===== src/rtl/demux_8ch_event_counter.sv =====
// Per-channel saturating event counters on the 1-to-8 demux output bus, with
// request/response readback, clear-on-read, clear-all and a sticky one-hot checker.
// Build option DEMUX_EVT_EDGE_MODE_EN: count rising edges of y_in instead of high cycles.
module demux_8ch_event_counter #(
    parameter int CNT_W = 16,
    parameter int CH_N  = 8
) (
    input  logic             clk,
    input  logic             rst,
    input  logic [CH_N-1:0]  y_in,
    input  logic             rd_req,
    input  logic [2:0]       rd_ch,
    input  logic             rd_clr,
    output logic             rd_valid,
    output logic [CNT_W-1:0] rd_data,
    output logic             rd_sat,
    input  logic             clr_all,
    output logic             onehot_err,
    output logic [CH_N-1:0]  err_ch
);

    localparam logic [CNT_W-1:0] CNT_MAX = '1;

    logic [CNT_W-1:0] cnt_q [CH_N];
    logic [CNT_W-1:0] cnt_d [CH_N];
    logic [CH_N-1:0]  sat_q, sat_d;
    logic [CH_N-1:0]  evt;
    logic             multi_hot;

    logic             err_q, err_d;
    logic [CH_N-1:0]  err_ch_q, err_ch_d;

    logic             rd_valid_q, rd_valid_d;
    logic [CNT_W-1:0] rd_data_q, rd_data_d;
    logic             rd_sat_q, rd_sat_d;

`ifdef DEMUX_EVT_EDGE_MODE_EN
    logic [CH_N-1:0]  y_prev_q, y_prev_d;

    // Clearing the history on clr_all makes a channel already high count as a fresh edge.
    assign y_prev_d = clr_all ? '0 : y_in;
    assign evt      = y_in & ~y_prev_q;

    always_ff @(posedge clk) begin
        if (rst) begin
            y_prev_q <= '0;
        end else begin
            y_prev_q <= y_prev_d;
        end
    end
`else
    assign evt = y_in;
`endif

    // Clearing x & (x-1) drops the lowest set bit; anything left means two or more were set.
    assign multi_hot = |(y_in & (y_in - CH_N'(1)));

    // NOTE: every always_comb output gets its default first, so no path can infer a latch.
    always_comb begin
        for (int i = 0; i < CH_N; i++) begin
            cnt_d[i] = cnt_q[i];
            sat_d[i] = sat_q[i];
            // Clears outrank the increment, so an event on the clearing cycle is lost.
            if (clr_all || (rd_req && rd_clr && (rd_ch == 3'(i)))) begin
                cnt_d[i] = '0;
                sat_d[i] = 1'b0;
            end else if (evt[i] && (cnt_q[i] != CNT_MAX)) begin
                cnt_d[i] = cnt_q[i] + CNT_W'(1);
                sat_d[i] = (cnt_d[i] == CNT_MAX);
            end
        end
    end

    always_comb begin
        err_d    = err_q;
        err_ch_d = err_ch_q;
        if (clr_all) begin
            err_d    = 1'b0;
            err_ch_d = '0;
        end else if (multi_hot && !err_q) begin
            err_d    = 1'b1;
            err_ch_d = y_in;
        end
    end

    // The response is taken from current state, i.e. before this cycle's update or clear.
    always_comb begin
        rd_valid_d = rd_req;
        rd_data_d  = rd_data_q;
        rd_sat_d   = rd_sat_q;
        if (rd_req) begin
            rd_data_d = cnt_q[rd_ch];
            rd_sat_d  = sat_q[rd_ch];
        end
    end

    // NOTE: the counter array is architectural state, so every entry is reset, not just the control bits.
    always_ff @(posedge clk) begin
        if (rst) begin
            for (int i = 0; i < CH_N; i++) begin
                cnt_q[i] <= '0;
            end
            sat_q      <= '0;
            err_q      <= 1'b0;
            err_ch_q   <= '0;
            rd_valid_q <= 1'b0;
            rd_data_q  <= '0;
            rd_sat_q   <= 1'b0;
        end else begin
            // NOTE: non-blocking assignments so all registers update from the same pre-edge values.
            cnt_q      <= cnt_d;
            sat_q      <= sat_d;
            err_q      <= err_d;
            err_ch_q   <= err_ch_d;
            rd_valid_q <= rd_valid_d;
            rd_data_q  <= rd_data_d;
            rd_sat_q   <= rd_sat_d;
        end
    end

    assign rd_valid   = rd_valid_q;
    assign rd_data    = rd_data_q;
    assign rd_sat     = rd_sat_q;
    assign onehot_err = err_q;
    assign err_ch     = err_ch_q;

endmodule


===== config.mk =====
export PLATFORM = sky130hd
export DESIGN_NAME = demux_8ch_event_counter
export DESIGN_NICKNAME = d
export VERILOG_FILES = /design/src/rtl/demux_8ch_event_counter.sv
export SDC_FILE = /design/constraint.sdc
export NUM_CORES = 1
export LEC_CHECK = 0
export CORE_ASPECT_RATIO = 1.25
export CORE_UTILIZATION = 50
export DETAILED_ROUTE_END_ITERATION = 12
export GPL_TIMING_DRIVEN = 0
export MAX_ROUTING_LAYER = met4
export PLACE_DENSITY = 0.68
export SETUP_SLACK_MARGIN = 0.02
export SLEW_MARGIN = 20
export SYNTH_ARGS = -nofsm -noshare
export SYNTH_HDL_FRONTEND = slang
export SYNTH_SLANG_ARGS = --single-unit

===== constraint.sdc =====
create_clock -name clk -period 2.91 [get_ports clk]
set_input_delay 0.291 -clock clk [delete_from_list [all_inputs] [get_ports clk]]
set_output_delay 0.291 -clock clk [all_outputs]
set_load 0.01 [all_outputs]

Yosys cells after proc, flatten, opt, wreduce, memory -nomap -nowiden
Index checks and enable logic that the tools add are counted.
{"block": "op_classes", "addsub": 9, "n_lt_le_gt_ge": 2, "n_eq_ne": 23, "muxes": 5, "bitwise": 2, "reduce_logical": 38}
{"operator": "adder 16 x 1 -> 16 bit (second input constant)", "count": 8}
{"operator": "equality test 16 bit (second input constant)", "count": 8}
{"operator": "!= test 16 bit (second input constant)", "count": 8}
{"operator": "binary-select mux 16 bit (select 3 bit)", "count": 1}
{"operator": "2-to-1 mux 16 bit", "count": 2}
{"operator": "logical AND 1 bit", "count": 18}
{"operator": "OR reduction 2 bit", "count": 9}
{"operator": "equality test 3 bit (second input constant)", "count": 4}
{"operator": "bitwise AND 8 bit", "count": 1}
{"operator": "logical OR 1 bit", "count": 8}
{"operator": "OR reduction 8 bit", "count": 1}
{"operator": "subtractor 8 x 1 -> 8 bit (second input constant)", "count": 1}
{"operator": "equality test 3 x 2 -> 1 bit (second input constant)", "count": 2}
{"operator": "greater-or-equal comparator 4 bit (second input constant)", "count": 1}
{"operator": "< comparator 3 x 4 -> 1 bit (second input constant)", "count": 1}
{"operator": "NOT 3 -> 4 bit", "count": 1}
{"operator": "binary-select mux 1 bit (select 3 bit)", "count": 1}
{"operator": "equality test 3 x 1 -> 1 bit (second input constant)", "count": 1}
{"operator": "logical NOT 3 bit", "count": 1}
{"operator": "logical NOT 1 bit", "count": 1}
{"operator": "2-to-1 mux 1 bit", "count": 1}
{"block": "totals", "reg_bits": 163, "in_bits": 16, "out_inout_bits": 27, "wordCells": 100}

Depth between registers and ports, before layout
{"block": "logic_depth", "ltp_word": 4, "depth_mapped": 8, "depth_no_buf": 7}

Least setup slack after synthesis
OpenSTA, ideal clock, no wires.
{"block": "synth_path", "kind": "register to register", "start": "register cnt_q[0] (netlist name)", "end": "register cnt_q[9] (netlist name)", "arrival_ns": 1.994, "slack_ns": 0.788, "path_stages_with_launch": 9, "path_cell_list": "dfxtp_1 > ha_1 > nand3_1 > or4_1 > clkbuf_1 > buf_2 > o2111ai_1 > xor2_1 > nor2_1"}
{"block": "synth_between", "elab_chain_cells": 2}
{"item": "from (decl)", "line": "24", "text": "logic [CNT_W-1:0] cnt_q [CH_N];"}
{"item": "from (signal assigned)", "line": "111", "text": "cnt_q <= cnt_d;"}
{"item": "parallel branches: the longest is 2 deep, another holds adder 16 x 1 -> 16 bit"}
Several ways; the timed one is not identified.
A chain may end at the register's enable or synchronous reset.

Worst setup path after layout
{"block": "layout_path", "start": "input rd_ch[0]", "end": "register cnt_q[68] (netlist name)"}
{"block": "layout_between", "elab_chain_cells": 4}
{"item": "from (decl)", "line": "12", "text": "input logic [2:0] rd_ch,"}
{"item": "equality test 3 x 2 -> 1 bit", "line": "64", "text": "if (clr_all || (rd_req && rd_clr && (rd_ch == 3'(i)))) begin"}
{"item": "logical AND 1 bit", "line": "64"}
{"item": "logical OR 1 bit", "line": "64"}
{"item": "OR reduction 2 bit (no source line)"}
No other way between the ends.

==> results.cfg <==
[outcome]
outcome = completed

[clock_tree]
cts_resized = 0
hold_buffers = 0
cts.reportedPaths.clkPinSlew_ps = 70
cts_setup_buffers = 0
numCtsBuffers = 17
clk-insertion-delay-late_ps = 430
cts.sinks = 163
htree_levels = 4
cts_buffer_depth = 2
root_buffer = clkbuf_16
cts_tree = built

[floorplanning]
ioPinCount = 43
start_util_pct = 50.95
row_count = 57
core-area_sq_mm = 0.01940
die_x_um = 127.8
die_y_um = 159.2
die_area_sq_mm = 0.02034

[critical_path]
crit_path_start = rd_ch[0]
crit_required_ps = 3210
r2r_cells = 8
r2r_start = cnt_q[1]$_SDFFE_PP0P_
critPathCaptureType = flop
cpLargestDelayFamily = buffers and inverters
path_buf_inv = 4
crit_top_cell = buf_2
crit_path_start_kind = primary input
crit_chain = clkdlybuf4s50_1 > buf_2 > buf_2 > nand3_1 > o21ai_1 > clkbuf_1 > nor2_1
crit_cells = 7
slowest_stage = o21ai_1
worst-path-max-fanout = 10
critPathKind = primary input to flop
worstPathArrival_ps = 2870
critPathMaxStageDelay_ps = 720

[synthesis]
avgSynthCellArea_sq_um = 8.558
synth-main-ff-cell = dfxtp_1
synth_warnings = 0
syn-cell-area_sq_mm = 0.009884
synth_fp_nets = 1187
synth_edf_count = 0
async_flop_share_pct = 0
yosysUniqueCellTypes = 71
ys_ff_latch = 163
seq_area_frac_synth_pct = 33.01
synthCells = 1155

[sta]
maxSlewHeadroom_pct = 40.53
setup_viol = 0
hold_viol_final = 0
worstMarginPinSlew_ps = 886.1
slew_violations = 0
fin_hold_ws_ps = 293.7
fmax_mhz = 389.4
fin_crit_sh_pct = 88.25
skew_ps = 9.518
tns_ps = 0
fin_crit_ps = 2568
rsz0062_at_grt = false
fin_ws_ps = 342.0

[worst_hold_path]
hold_start = rd_req
min_path_type = primary input to flop
hold_path_depth = 3

[detailed_routing]
first_pass_iters = 5
wl_per_cell_um = 18.53
routed_wl_mm = 27.61
via_per_inst = 6.187
dr_total_vias = 9218
drt_iter0_drc = 706
ant_nets = 0
drc_errors = 0

[placed_design]
dpl.hpwl_mm = 20.62
pre_cts_ws_ps = -132.5
io_buffers = 38
gp_congestion = 0.9257
dp_cells = 1458

[final_layout]
insertedDiodeCount = 0
n_fill_cell = 1814
drive_above_1_share_pct = 9.469
nets = 1244
syn_to_final_growth_pct = 12.90
stdcell_count = 1490

[pwr]
irDropWorstVdd_mv = 0.4351
p_leak_nw = 3.479
p_per_area_mw_per_mm2 = 430.8

[grt]
grt_antenna_before_repair = 0
overflow = 0
grt_max_degree = 17
first_global_vias = 8347
grt_pass1_wl_mm = 44.66
track_usage_pct = 28.90

[job]
max_cap_violations = 0
==> sequential cells by signal, indices dropped and copies added, names as in the netlist <==
register    cells
rd_sat          1
cnt_q         128
sat_q           8
rd_data        16
err_ch          8
onehot_err      1
rd_valid        1
==> per-layer routing <==
layer	track usage, %	wire length, um	share of wire (%)	vias to the layer above
li1	-	-	-	4424
met1	39.43	12780	46	4415
met2	43.68	12700	46	323
met3	3.394	1416	5.1	56
met4	11.23	715	2.6	0
met5	-	0	0	-
==> synthesized netlist by cell type, types with 13 or more instances <==
master,number,area share [%]
nor4_1,17,1.1
dfxtp_1,163,33
o21ai_0,26,1.3
nor2_1,137,5.2
nand3_1,58,2.9
clkbuf_1,56,2.1
nand4_1,36,2.3
nand2_1,71,2.7
o211ai_1,18,1.4
o2111ai_1,28,2.5
ha_1,16,2.0
a211oi_1,31,2.4
or4_1,19,1.4
and2_1,13,0.82
xor2_1,56,5.0
o31ai_1,19,1.4
inv_1,36,1.4
and3_1,20,1.3
or3_1,28,1.8
mux4_2,33,7.5
xnor2_1,28,2.5
a21oi_1,54,2.7
buf_2,22,1.1
mux2i_1,28,2.8
nor3_1,20,1.0
==> cell families after synthesis <==
group           count (synthesis)  share of synthesized area, %
buf+inv                       117                         4.835
mux                            64                         10.85
simple gates                  469                         24.72
fa+ha+maj                      16                         2.025
flops                         163                         33.01
compound gates                242                         17.11
xor+xnor                       84                         7.443
==> worst min-delay path, delay by kind of cell <==
kind,cells,cell delay (ps)
buffers and inverters,1,190
AO/OA/AOI/OAI,1,50
AND/OR/NAND/NOR,1,150
==> worst paths after layout <==
kind | end | slack [ps]
worst min-delay path | rd_sat$_SDFFE_PP0P_ | 290
worst min register to register | err_ch[3]$_SDFFE_PP0P_ | 460
worst max register to register | cnt_q[13]$_SDFFE_PP0P_ | 400
worst max-delay path | cnt_q[68]$_SDFFE_PP0P_ | 340
==> cells in the final DEF (no fill, tap or decap), types with 18 or more instances in the layout <==
cell / instances
a211oi_1: 31
a21oi_1: 54
and3_1: 20
buf_2: 22
clkbuf_1: 58
clkdlybuf4s50_1: 38
dfxtp_1: 163
inv_1: 36
mux2i_1: 28
mux4_2: 33
nand2_1: 71
nand3_1: 58
nand4_1: 36
nor2_1: 137
nor3_1: 20
o2111ai_1: 28
o211ai_1: 18
o21ai_0: 26
o31ai_1: 19
or3_1: 28
or4_1: 19
xnor2_1: 28
xor2_1: 56
==> power breakdown <==
part / internal (mW) / switching, mW / total (mW)
Clock: 1.23 / 0.963 / 2.19
Combinational: 0.128 / 0.198 / 0.326
Sequential: 2.26 / 0.0327 / 2.29
==> area by class of cell <==
class	count	area (sq um)	area share (%)
clock buffer	21	460.4	4.126
clock inverter	11	102.6	0.9194
buffer	81	342.8	3.072
tap	265	331.6	2.971
multi-input combinational	875	6143	55.05
sequential	163	3263	29.24
timing repair buffer	38	380.4	3.408
inverter	36	135.1	1.211
==> through the flow <==
step / utilization [%] / instance area [sq um] / total power [mW]
after detailed placement: 54.62 / 10600 / 2.666
final: 57.53 / 11160 / 4.807
after global placement: 54.62 / 10600 / 2.661
after global routing: 57.53 / 11160 / 4.982
after CTS: 57.53 / 11160 / 4.835
after floorplan: - / 9884 / 2.534
Note: power is estimated with default switching activity, not from simulation.
